$ cat src/rtl/bcd_hex_display.sv
// rtl/bcd_hex_display.sv - binary to multi-digit seven-segment display via sequential double-dabble
// Optional feature: BCD_HEX_LZ_BLANK_EN enables leading-zero blanking.
module bcd_hex_display #(
  parameter int WIDTH  = 8,
  parameter int DIGITS = 3
) (
  input  logic                  clock,
  input  logic                  Reset,
  input  logic [WIDTH-1:0]      value,
  input  logic                  load,
  output logic                  busy,
  output logic                  done,
  output logic                  overflow,
  output logic [7*DIGITS-1:0]   disp
);

  localparam int BW = 4 * DIGITS;
  localparam int CW = $clog2(WIDTH + 1);

  localparam logic [6:0] SEG_DASH = 7'b0111111;
  localparam logic [6:0] SEG_DARK = 7'b1111111;
  localparam logic [6:0] SEG_ZERO = 7'b1000000;

  typedef enum logic [1:0] {IDLE, SHIFT, UPDATE} state_t;

  state_t              r_state, w_next;
  logic [BW-1:0]       r_bcd;
  logic [BW-1:0]       w_bcd_adj;
  logic [WIDTH-1:0]    r_bin;
  logic [CW-1:0]       r_count;
  logic                r_ovf_sticky;
  logic                r_done;
  logic                r_overflow;
  logic [7*DIGITS-1:0] r_disp;
  logic [7*DIGITS-1:0] w_disp_new;
  logic [7*DIGITS-1:0] w_disp_reset;

  function automatic logic [6:0] seg7(input logic [3:0] d);
    case (d)
      4'd0:    seg7 = 7'b1000000;
      4'd1:    seg7 = 7'b1111001;
      4'd2:    seg7 = 7'b0100100;
      4'd3:    seg7 = 7'b0110000;
      4'd4:    seg7 = 7'b0011001;
      4'd5:    seg7 = 7'b0010010;
      4'd6:    seg7 = 7'b0000010;
      4'd7:    seg7 = 7'b1111000;
      4'd8:    seg7 = 7'b0000000;
      4'd9:    seg7 = 7'b0010000;
      default: seg7 = SEG_DARK;
    endcase
  endfunction

  always_comb begin
    w_bcd_adj = r_bcd;
    for (int i = 0; i < DIGITS; i++) begin
      if (r_bcd[4*i +: 4] >= 4'd5)
        w_bcd_adj[4*i +: 4] = r_bcd[4*i +: 4] + 4'd3;
    end
  end

  always_comb begin
    w_next = r_state;
    case (r_state)
      IDLE:    if (load) w_next = SHIFT;
      SHIFT:   if (r_count == CW'(1)) w_next = UPDATE;
      UPDATE:  w_next = IDLE;
      default: w_next = IDLE;
    endcase
  end

  always_comb begin
    w_disp_reset = '0;
    for (int i = 0; i < DIGITS; i++) begin
`ifdef BCD_HEX_LZ_BLANK_EN
      w_disp_reset[7*i +: 7] = (i == 0) ? SEG_ZERO : SEG_DARK;
`else
      w_disp_reset[7*i +: 7] = SEG_ZERO;
`endif
    end
  end

`ifdef BCD_HEX_LZ_BLANK_EN
  // Scan from the top digit; blanking stops at the first nonzero digit, and digit 0 always shows.
  always_comb begin
    logic v_lead;
    w_disp_new = '0;
    v_lead     = 1'b1;
    for (int i = DIGITS - 1; i >= 0; i--) begin
      if (r_ovf_sticky) begin
        w_disp_new[7*i +: 7] = SEG_DASH;
      end else if (v_lead && (i != 0) && (r_bcd[4*i +: 4] == 4'd0)) begin
        w_disp_new[7*i +: 7] = SEG_DARK;
      end else begin
        v_lead               = 1'b0;
        w_disp_new[7*i +: 7] = seg7(r_bcd[4*i +: 4]);
      end
    end
  end
`else
  always_comb begin
    w_disp_new = '0;
    for (int i = 0; i < DIGITS; i++) begin
      w_disp_new[7*i +: 7] = r_ovf_sticky ? SEG_DASH : seg7(r_bcd[4*i +: 4]);
    end
  end
`endif

  always_ff @(posedge clock) begin
    if (!Reset) begin
      r_state      <= IDLE;
      r_bcd        <= '0;
      r_bin        <= '0;
      r_count      <= '0;
      r_ovf_sticky <= 1'b0;
      r_done       <= 1'b0;
      r_overflow   <= 1'b0;
      r_disp       <= w_disp_reset;
    end else begin
      r_state <= w_next;
      r_done  <= 1'b0;
      case (r_state)
        IDLE: begin
          if (load) begin
            r_bin        <= value;
            r_bcd        <= '0;
            r_count      <= CW'(WIDTH);
            r_ovf_sticky <= 1'b0;
          end
        end
        SHIFT: begin
          // A carry out of the top nibble means the value needs more digits than we have.
          {r_bcd, r_bin} <= {w_bcd_adj[BW-2:0], r_bin, 1'b0};
          if (w_bcd_adj[BW-1]) r_ovf_sticky <= 1'b1;
          r_count <= r_count - CW'(1);
        end
        UPDATE: begin
          r_disp     <= w_disp_new;
          r_overflow <= r_ovf_sticky;
          r_done     <= 1'b1;
        end
        default: ;
      endcase
    end
  end

  assign busy     = (r_state != IDLE);
  assign done     = r_done;
  assign overflow = r_overflow;
  assign disp     = r_disp;

endmodule

$ cat config.mk
export PLATFORM = sky130hd
export DESIGN_NAME = bcd_hex_display
export DESIGN_NICKNAME = d
export VERILOG_FILES = /design/src/rtl/bcd_hex_display.sv
export SDC_FILE = /design/constraint.sdc
export NUM_CORES = 1
export LEC_CHECK = 0
export ABC_AREA = 0
export BUFFER_PORTS_ARGS = -buffer_cell sky130_fd_sc_hd__clkbuf_2
export CAP_MARGIN = 20
export CORE_UTILIZATION = 59
export CTS_CLUSTER_SIZE = 25
export DETAILED_ROUTE_END_ITERATION = 12
export PLACE_DENSITY = 0.9
export SLEW_MARGIN = 20
export SYNTH_ARGS = -nofsm -noshare
export SYNTH_HDL_FRONTEND = slang
export SYNTH_SLANG_ARGS = --single-unit
$ cat constraint.sdc
create_clock -name clock -period 3.7 [get_ports clock]
set_input_delay 0.185 -clock clock [delete_from_list [all_inputs] [get_ports clock]]
set_output_delay 0.185 -clock clock [all_outputs]
set_load 0.02 [all_outputs]
==> results of run 1 <==
[report_power, final]
group / internal, mW / total (mW) / switching [mW]
registers: 0.783 / 0.802 / 0.0184
clock network: 0.344 / 0.630 / 0.287
logic: 0.0418 / 0.120 / 0.0781
[cells in the mapped netlist, types with 2 or more instances]
library cell  number  area (µm²)
nand2b_4           2        27.5
a2111o_1           4        45.0
a21oi_1           23         115
buf_2             10        50.1
inv_2              4        15.0
a22oi_1            2        15.0
o22ai_1            2        12.5
o311ai_1           2        17.5
nand3b_1           3        22.5
a211oi_2           3        37.5
nand2_2            3        18.8
dfxtp_1           71        1420
a21o_1             5        37.5
ha_1              23         288
o21ai_1            9        45.0
nor3_1            41         205
inv_1             18        67.6
nor2b_1            2        12.5
or3b_2             2        17.5
and4bb_2           2        25.0
nand3_1            8        40.0
nand4_1            3        18.8
nand2b_1           4        25.0
and2_1             6        37.5
buf_4              3        22.5
o221ai_1           8        70.1
nor2_1            44         165
nand2_1           32         120
o21ai_0           14        70.1
clkinv_1           3        11.3
nor4_4             2        42.5
a211oi_1           4        30.0
a31oi_1            8        50.1
clkbuf_1          13        48.8
buf_6              2        22.5
[worst paths after layout]
| kind | end | slack [ns] | cells after the start |
|---|---|---|---|
| worst max-delay path | flop | 0.72 | 7 |
| worst min-delay path | r_bin[7] | 0.17 | 3 |
| worst max register to register | flop | 0.72 | 7 |
| worst min register to register | disp[6] | 0.47 | 2 |
[through the flow]
stage	util [%]	setup WS (ns)	hold slack, ns	cells
after floorplan	-	1.44	0.394	429
after global placement	64.8	0.999	0.446	513
after detailed placement	64.8	0.845	0.462	513
after CTS	68.0	0.828	0.155	528
after global routing	68.0	0.562	0.180	528
final	68.0	0.722	0.166	528
[per-layer routing]
metal / vias up / GRT usage, % / share of wire, %
met5: - / 0 / 0
met4: 0 / 13.3 / 3.2
met3: 34 / 7.89 / 5.6
met2: 131 / 48.3 / 50
met1: 1558 / 32.6 / 41
li1: 1579 / - / -
[cell families (layout without fill, tap and decap cells)]
logic type	Yosys count	count (layout)	synth area share, %
buf+inv	54	78	6.43
mux	1	1	0.300
compound gates	110	110	23.2
simple gates	170	170	24.6
flops	71	71	37.8
fa+ha+maj	23	23	7.66
[worst max-delay path: stages, from the launching register on]
cell	delay [ns]
dfxtp_1	0.61
nor2b_1	0.69
a32oi_1	0.28
a31oi_1	0.36
inv_1	0.15
ha_1	0.23
or3_1	0.38
a31oi_1	0.19
[cell type report]
| type | instances | area share [%] |
|---|---|---|
| clock inverters | 3 | 1.04 |
| repair buffers | 38 | 4.88 |
| well taps | 75 | 2.29 |
| flip-flops and latches | 71 | 34.7 |
| inverters | 25 | 2.29 |
| multi-input cells | 304 | 51.1 |
| clock buffers | 12 | 3.78 |
==> run_results.csv, run 1 <==
group,metric,value,unit
clock_network,path_clk_slew,0.07,ns
finish,fillers,443,
logic_synthesis,synth_cells,429,
floorplan,core,6030,µm²
detailed_routing,drtIter0Drc,328,
logic_synthesis,yosysWarnings,0,
detailed_routing,drt_first_pass_iters,5,
sta,skew,0.0107,ns
floorplan,ios,35,
min_path,hold_start,"value[7]",
finish,layout-drive-gt1-share,19.9,%
sta,timing.fmax,336,MHz
logic_synthesis,synth_top_flop_cell,"dfxtp_1",
critical_path,worstPathArrival,3.25,ns
floorplan,dieArea,6690,µm²
floorplan,rows,28,
grt,antenna_found_initial,0,
sta,rsz0062_at_grt,"false",
critical_path,critPathLaunch,"r_state[0]",
sta,finalCritPeriodShare,80.5,%
floorplan,start_util,62.3,%
detailed_routing,drc,0,
detailed_routing,final_antenna_net_count,0,
logic_synthesis,yosys.cell_types.count,79,
floorplan,die_w,81.8,µm
logic_synthesis,synth-async-reset-ratio,0,%
critical_path,cp_max_fo,15,
logic_synthesis,synth_area_per_cell,8.76,µm²
logic_synthesis,syn_area,3760,µm²
grt,grt_pass1_wl,14200,µm
critical_path,endpoint_kind,"flop",
finish,regArea,1420,µm²
outcome,outcome,"completed",
pwr,p_leak,1.69,nW
detailed_routing,wl_per_cell,16.1,µm
clock_network,cts-root-buf,"clkbuf_8",
finish,fin_nets,483,
logic_synthesis,seq_area_frac_synth,37.8,%
clock_network,cts_tree,"yes",
detailed_routing,via_per_inst,6.25,
critical_path,required,3.97,ns
finish,syn_to_final_growth,9.16,%
clock_network,clock-sinks,71,
detailed_routing,routed_wl,8520,µm
clock_network,holdBufCountCts,0,
placed_design,port_buffers,34,
grt,globalRoute.totalOverflow,0,
placed_design,hpwl,5650,µm
detailed_routing,vias,3302,
logic_synthesis,synth-edff-count,0,
clock_network,clock_latency,0.35,ns
pwr,ir_worst_vdd,343,µV
grt,grt_pass1_vias,3072,
clock_network,cts_setup_buffers,0,
critical_path,path_class,"flop to flop",
finish,multi_input_area,2090,µm²
grt,grt_max_degree,34,
clock_network,clockBufferDepth,2,
sta,timing.final.crit_period,2.98,ns
sta,worst_pin_slew,0.986,ns
critical_path,r2r_start,"r_state[0]",
finish,design_area,4100,µm²
placed_design,place_congestion,0.870,
sta,drv_slew,0,
pwr,p_total,1.55,mW
floorplan,die_h,81.8,µm
sta,relSlewSlack,34.2,%
clock_network,htreeDepth,3,
finish,final_common_cell,"dfxtp_1",
grt,grt.total_usage,28.3,%
clock_network,cts_resized,0,
critical_path,cp-start-kind,"flop",
min_path,min_path_type,"primary input to flop",
placed_design,place_area,3900,µm²
finish,num_antenna_cells,0,
sta,finalSetupTns,0,ns
pwr,p_per_area,379,nW/µm²
clock_network,numCtsBuffers,9,
sta,finalSetupViolCount,0,
finish,final_cell_mix,"dfxtp_1 (71), nor2_1 (44), nor3_1 (41), clkbuf_2 (34), nand2_1 (32)",
job,maxCapViolCount,0,
sta,finalHoldViolations,0,
logic_synthesis,ys_seq_elements,71,
logic_synthesis,syn-num-nets,463,
No activity file was read; power rests on OpenSTA's default activity.
==> run 2: changes to the inputs <==
CORE_UTILIZATION = 53   (was 59)
PLACE_DENSITY = 0.86   (was 0.9)
clock period = 2.55 ns   (was 3.7 ns; I/O delays follow)
==> run_results.csv, run 2 (synthesis results as in run 1) <==
group,metric,value,unit
sta,finalCritPeriodShare,96.4,%
critical_path,endpoint_kind,"flop",
sta,finalSetupViolCount,0,
finish,final_cell_count_no_fill,563,
critical_path,path_class,"flop to flop",
critical_path,required,2.78,ns
clock_network,htreeDepth,3,
clock_network,cts-root-buf,"clkbuf_8",
sta,finalHoldViolations,0,
job,maxCapViolCount,0,
pwr,p_per_area,503,nW/µm²
grt,globalRoute.totalOverflow,0,
placed_design,port_buffers,34,
detailed_routing,drc,0,
placed_design,place_congestion,0.866,
detailed_routing,drt_first_pass_iters,5,
sta,worst_pin_slew,0.849,ns
critical_path,worstPathArrival,2.69,ns
placed_design,numPlacedInstances,548,
sta,finalSetupTns,0,ns
floorplan,core,6830,µm²
finish,final_common_cell,"dfxtp_1",
clock_network,clock-sinks,71,
finish,layout-drive-gt1-share,23.8,%
detailed_routing,via_per_inst,5.86,
placed_design,hpwl,5480,µm
sta,timing.fmax,407,MHz
sta,skew,0.00626,ns
clock_network,numCtsBuffers,9,
clock_network,clock_latency,0.35,ns
sta,worst_slack,0.0919,ns
grt,grt.total_usage,22.8,%
finish,fin_nets,497,
grt,antenna_found_initial,0,
floorplan,ios,35,
sta,hold_slack,0.0913,ns
finish,syn_to_final_growth,12.5,%
sta,timing.final.crit_period,2.46,ns
pwr,p_total,2.12,mW
critical_path,cp_max_fo,5,
min_path,min_path_type,"primary input to flop",
grt,grt_pass1_wl,13500,µm
finish,final_cell_mix,"dfxtp_1 (69), nor2_1 (44), nor3_1 (41), clkbuf_2 (34), nand2_1 (32)",
finish,num_antenna_cells,0,
grt,grt_max_degree,27,
clock_network,path_clk_slew,0.07,ns
critical_path,cp-start-kind,"flop",
outcome,outcome,"completed",
detailed_routing,vias,3298,
floorplan,rows,30,
pwr,p_leak,1.75,nW
floorplan,die_w,86.2,µm
floorplan,die_h,86.2,µm
grt,grt_pass1_vias,3026,
floorplan,dieArea,7430,µm²
detailed_routing,routed_wl,8300,µm
sta,drv_slew,0,
clock_network,clockBufferDepth,2,
finish,design_area,4220,µm²
detailed_routing,drtIter0Drc,283,
pwr,ir_worst_vdd,194,µV
placed_design,pre_cts_slack,0.0849,ns
floorplan,start_util,55.0,%
detailed_routing,wl_per_cell,14.7,µm
finish,post-route-util,61.8,%
clock_network,cts_tree,"yes",
detailed_routing,final_antenna_net_count,0,
placed_design,place_area,4030,µm²
sta,relSlewSlack,43.3,%
==> run 2: cell count changes in the layout (fill, tap and decap cells not counted), moves of 2 or more <==
cell	before	now
dfxtp_1	71	69
dfxtp_2	0	2
clkinv_2	1	3
buf_4	4	18
==> run 2: worst max-delay path, cell delays in order (launching register included) <==
cell	delay [ns]
dfxtp_1	0.39
inv_1	0.12
ha_1	0.20
nand2b_4	0.17
a2111o_1	0.47
a31oi_1	0.32
ha_1	0.32
o31ai_1	0.25
o21ai_1	0.09
==> run 2: final timing paths <==
path	start	to	slack, ns	depth (start not counted)
max reg2reg	r_bcd[5]	flop	0.09	8
min reg2reg	overflow	overflow	0.46	2
max	r_bcd[5]	flop	0.09	8
min	value[7]	r_bin[7]	0.09	3
==> run 2: area by class of cell <==
type | instances | area, µm²
clock buffers | 11 | 141
inverters | 25 | 93.8
flip-flops and latches | 71 | 1420
well taps | 96 | 120
clock inverters | 4 | 22.5
repair buffers | 52 | 305
multi-input cells | 304 | 2120
fillers | 584 | 2610
==> run 2: power by group <==
part	switching [mW]	leakage (nW)	internal (mW)
sequential	0.0239	0.577	1.14
clock	0.400	0.0850	0.369
combinational	0.120	1.09	0.0755
==> run 2: timing repair <==
| item | 4_1_cts | 5_1_grt |
|---|---|---|
| setup endpoints to repair | 0 | 7 |
| resized for setup | 0 | 7 |
| hold buffers | 0 | 0 |
| buffers inserted | 0 | 0 |
==> run 2: metal layers <==
layer	GRT usage [%]	share of wire (%)	vias up
li1	-	-	1609
met1	28.2	44	1550
met2	37.1	49	124
met3	5.14	5.6	15
met4	12.1	1.8	0
met5	0	0	-
==> run 3: changes to the inputs <==
CORE_UTILIZATION = 33   (was 53)
PLACE_DENSITY = 0.62   (was 0.86)
==> run_results.csv, run 3 (synthesis results as in run 1) <==
group,metric,value,unit
sta,timing.fmax,419,MHz
placed_design,hpwl,5780,µm
placed_design,place_congestion,0.834,
sta,finalSetupTns,0,ns
floorplan,dieArea,11800,µm²
finish,final_cell_count_no_fill,606,
placed_design,numPlacedInstances,593,
pwr,p_per_area,568,nW/µm²
min_path,min_path_type,"primary input to flop",
pwr,switching_share,22.6,%
sta,finalSetupViolCount,0,
pwr,power_switching,0.564,mW
critical_path,path_class,"flop to flop",
critical_path,worstPathArrival,2.59,ns
clock_network,clockBufferDepth,2,
job,maxCapViolCount,0,
clock_network,cts_tree,"yes",
detailed_routing,drt_first_pass_iters,4,
finish,final_cell_mix,"dfxtp_1 (71), nor2_1 (44), nor3_1 (41), clkbuf_2 (34), nand2_1 (32)",
floorplan,core,11000,µm²
sta,finalHoldViolations,0,
clock_network,path_clk_slew,0.05,ns
critical_path,cp-start-kind,"flop",
clock_network,htreeDepth,3,
sta,relSlewSlack,39.5,%
finish,post-route-util,40.0,%
clock_network,cts-root-buf,"clkbuf_16",
floorplan,die_w,109,µm
sta,skew,0.00438,ns
pwr,seq_power_share,46.7,%
floorplan,rows,38,
detailed_routing,drc,0,
finish,design_area,4390,µm²
sta,rsz0062_at_grt,"true",
critical_path,endpoint_kind,"flop",
clock_network,clock-sinks,71,
grt,grt.total_usage,15.0,%
critical_path,cp_max_fo,6,
critical_path,required,2.76,ns
placed_design,place_area,4100,µm²
clock_network,holdBufCountCts,0,
detailed_routing,via_per_inst,5.20,
grt,grt_pass1_wl,13700,µm
finish,final_common_cell,"dfxtp_1",
pwr,ir_worst_vdd,323,µV
finish,fin_nets,498,
detailed_routing,drtIter0Drc,173,
sta,hold_slack,0.133,ns
grt,grt_max_degree,27,
detailed_routing,wl_per_cell,13.5,µm
outcome,outcome,"completed",
pwr,comb_power_share,7.7,%
pwr,clock_power_share,45.7,%
clock_network,clock_latency,0.33,ns
sta,worst_pin_slew,0.906,ns
grt,antenna_found_initial,0,
finish,layout-drive-gt1-share,23.2,%
detailed_routing,routed_wl,8170,µm
pwr,p_leak,1.81,nW
pwr,p_int,1.93,mW
floorplan,start_util,34.2,%
grt,grt_pass1_vias,2909,
detailed_routing,final_antenna_net_count,0,
finish,num_antenna_cells,0,
floorplan,ios,35,
finish,syn_to_final_growth,16.9,%
grt,globalRoute.totalOverflow,0,
floorplan,die_h,109,µm
sta,timing.final.crit_period,2.38,ns
sta,drv_slew,0,
detailed_routing,vias,3154,
placed_design,port_buffers,34,
sta,finalCritPeriodShare,93.5,%
clock_network,numCtsBuffers,9,
-- run 3: changes by cell type in the layout (fill, tap and decap cells not counted), sizes merged --
cell	previous run	this run
clkinvlp	1	0
buf	18	19
clkinv	6	4
clkbuf	45	46
-- run 3: critical path, stage by stage (launching register included) --
cell and delay, ns:
dfxtp_1 0.36, inv_1 0.10, ha_1 0.25, nand2b_4 0.11
or3b_2 0.46, a21oi_2 0.14, nand2b_1 0.14, nand2_1 0.10
ha_1 0.33, o31ai_2 0.21, o21ai_1 0.08
-- run 3: cell type report --
class	count	area (µm²)
fill	1047	6590
multi-input combinational	304	2120
sequential	71	1420
timing repair buffer	53	313
clock buffer	12	267
tap	140	175
inverter	25	93.8
clock inverter	1	5.00
-- run 3: final timing paths --
kind         startpoint       end  slack, ns  cells past startpoint
max reg2reg    r_bcd[0]      flop       0.17                     10
max            r_bcd[0]      flop       0.17                     10
min reg2reg    overflow  overflow       0.46                      2
min            value[7]  r_bin[7]       0.13                      3
-- run 3: stage by stage --
stage	setup slack, ns	power, mW
2_1_floorplan	0.287	1.32
3_3_place_gp	0.169	1.37
3_5_place_dp	0.126	1.38
4_1_cts	0.113	2.53
5_1_grt	-0.0442	2.61
6_report	0.165	2.50
-- run 3: power groups by stage --
stage	sequential (mW)	combinational [mW]	clock, mW
floorplan	1.18	0.138	0
global placement	1.18	0.187	0
detailed placement	1.19	0.191	0
CTS	1.16	0.193	1.17
global route	1.17	0.213	1.23
finish	1.16	0.191	1.14
-- run 3: layer usage --
metal	up-vias	track usage, %	wire [µm]
met4	0	7.72	162
li1	1607	-	-
met1	1489	18.0	3820
met5	-	0	0
met2	44	24.5	3960
met3	14	4.06	229
-- run 3: what timing repair did --
item	4_1_cts	5_1_grt
setup endpoints to repair	0	7
endpoints found under the hold margin	0	0
gates resized for setup	0	4
buffers inserted	0	0
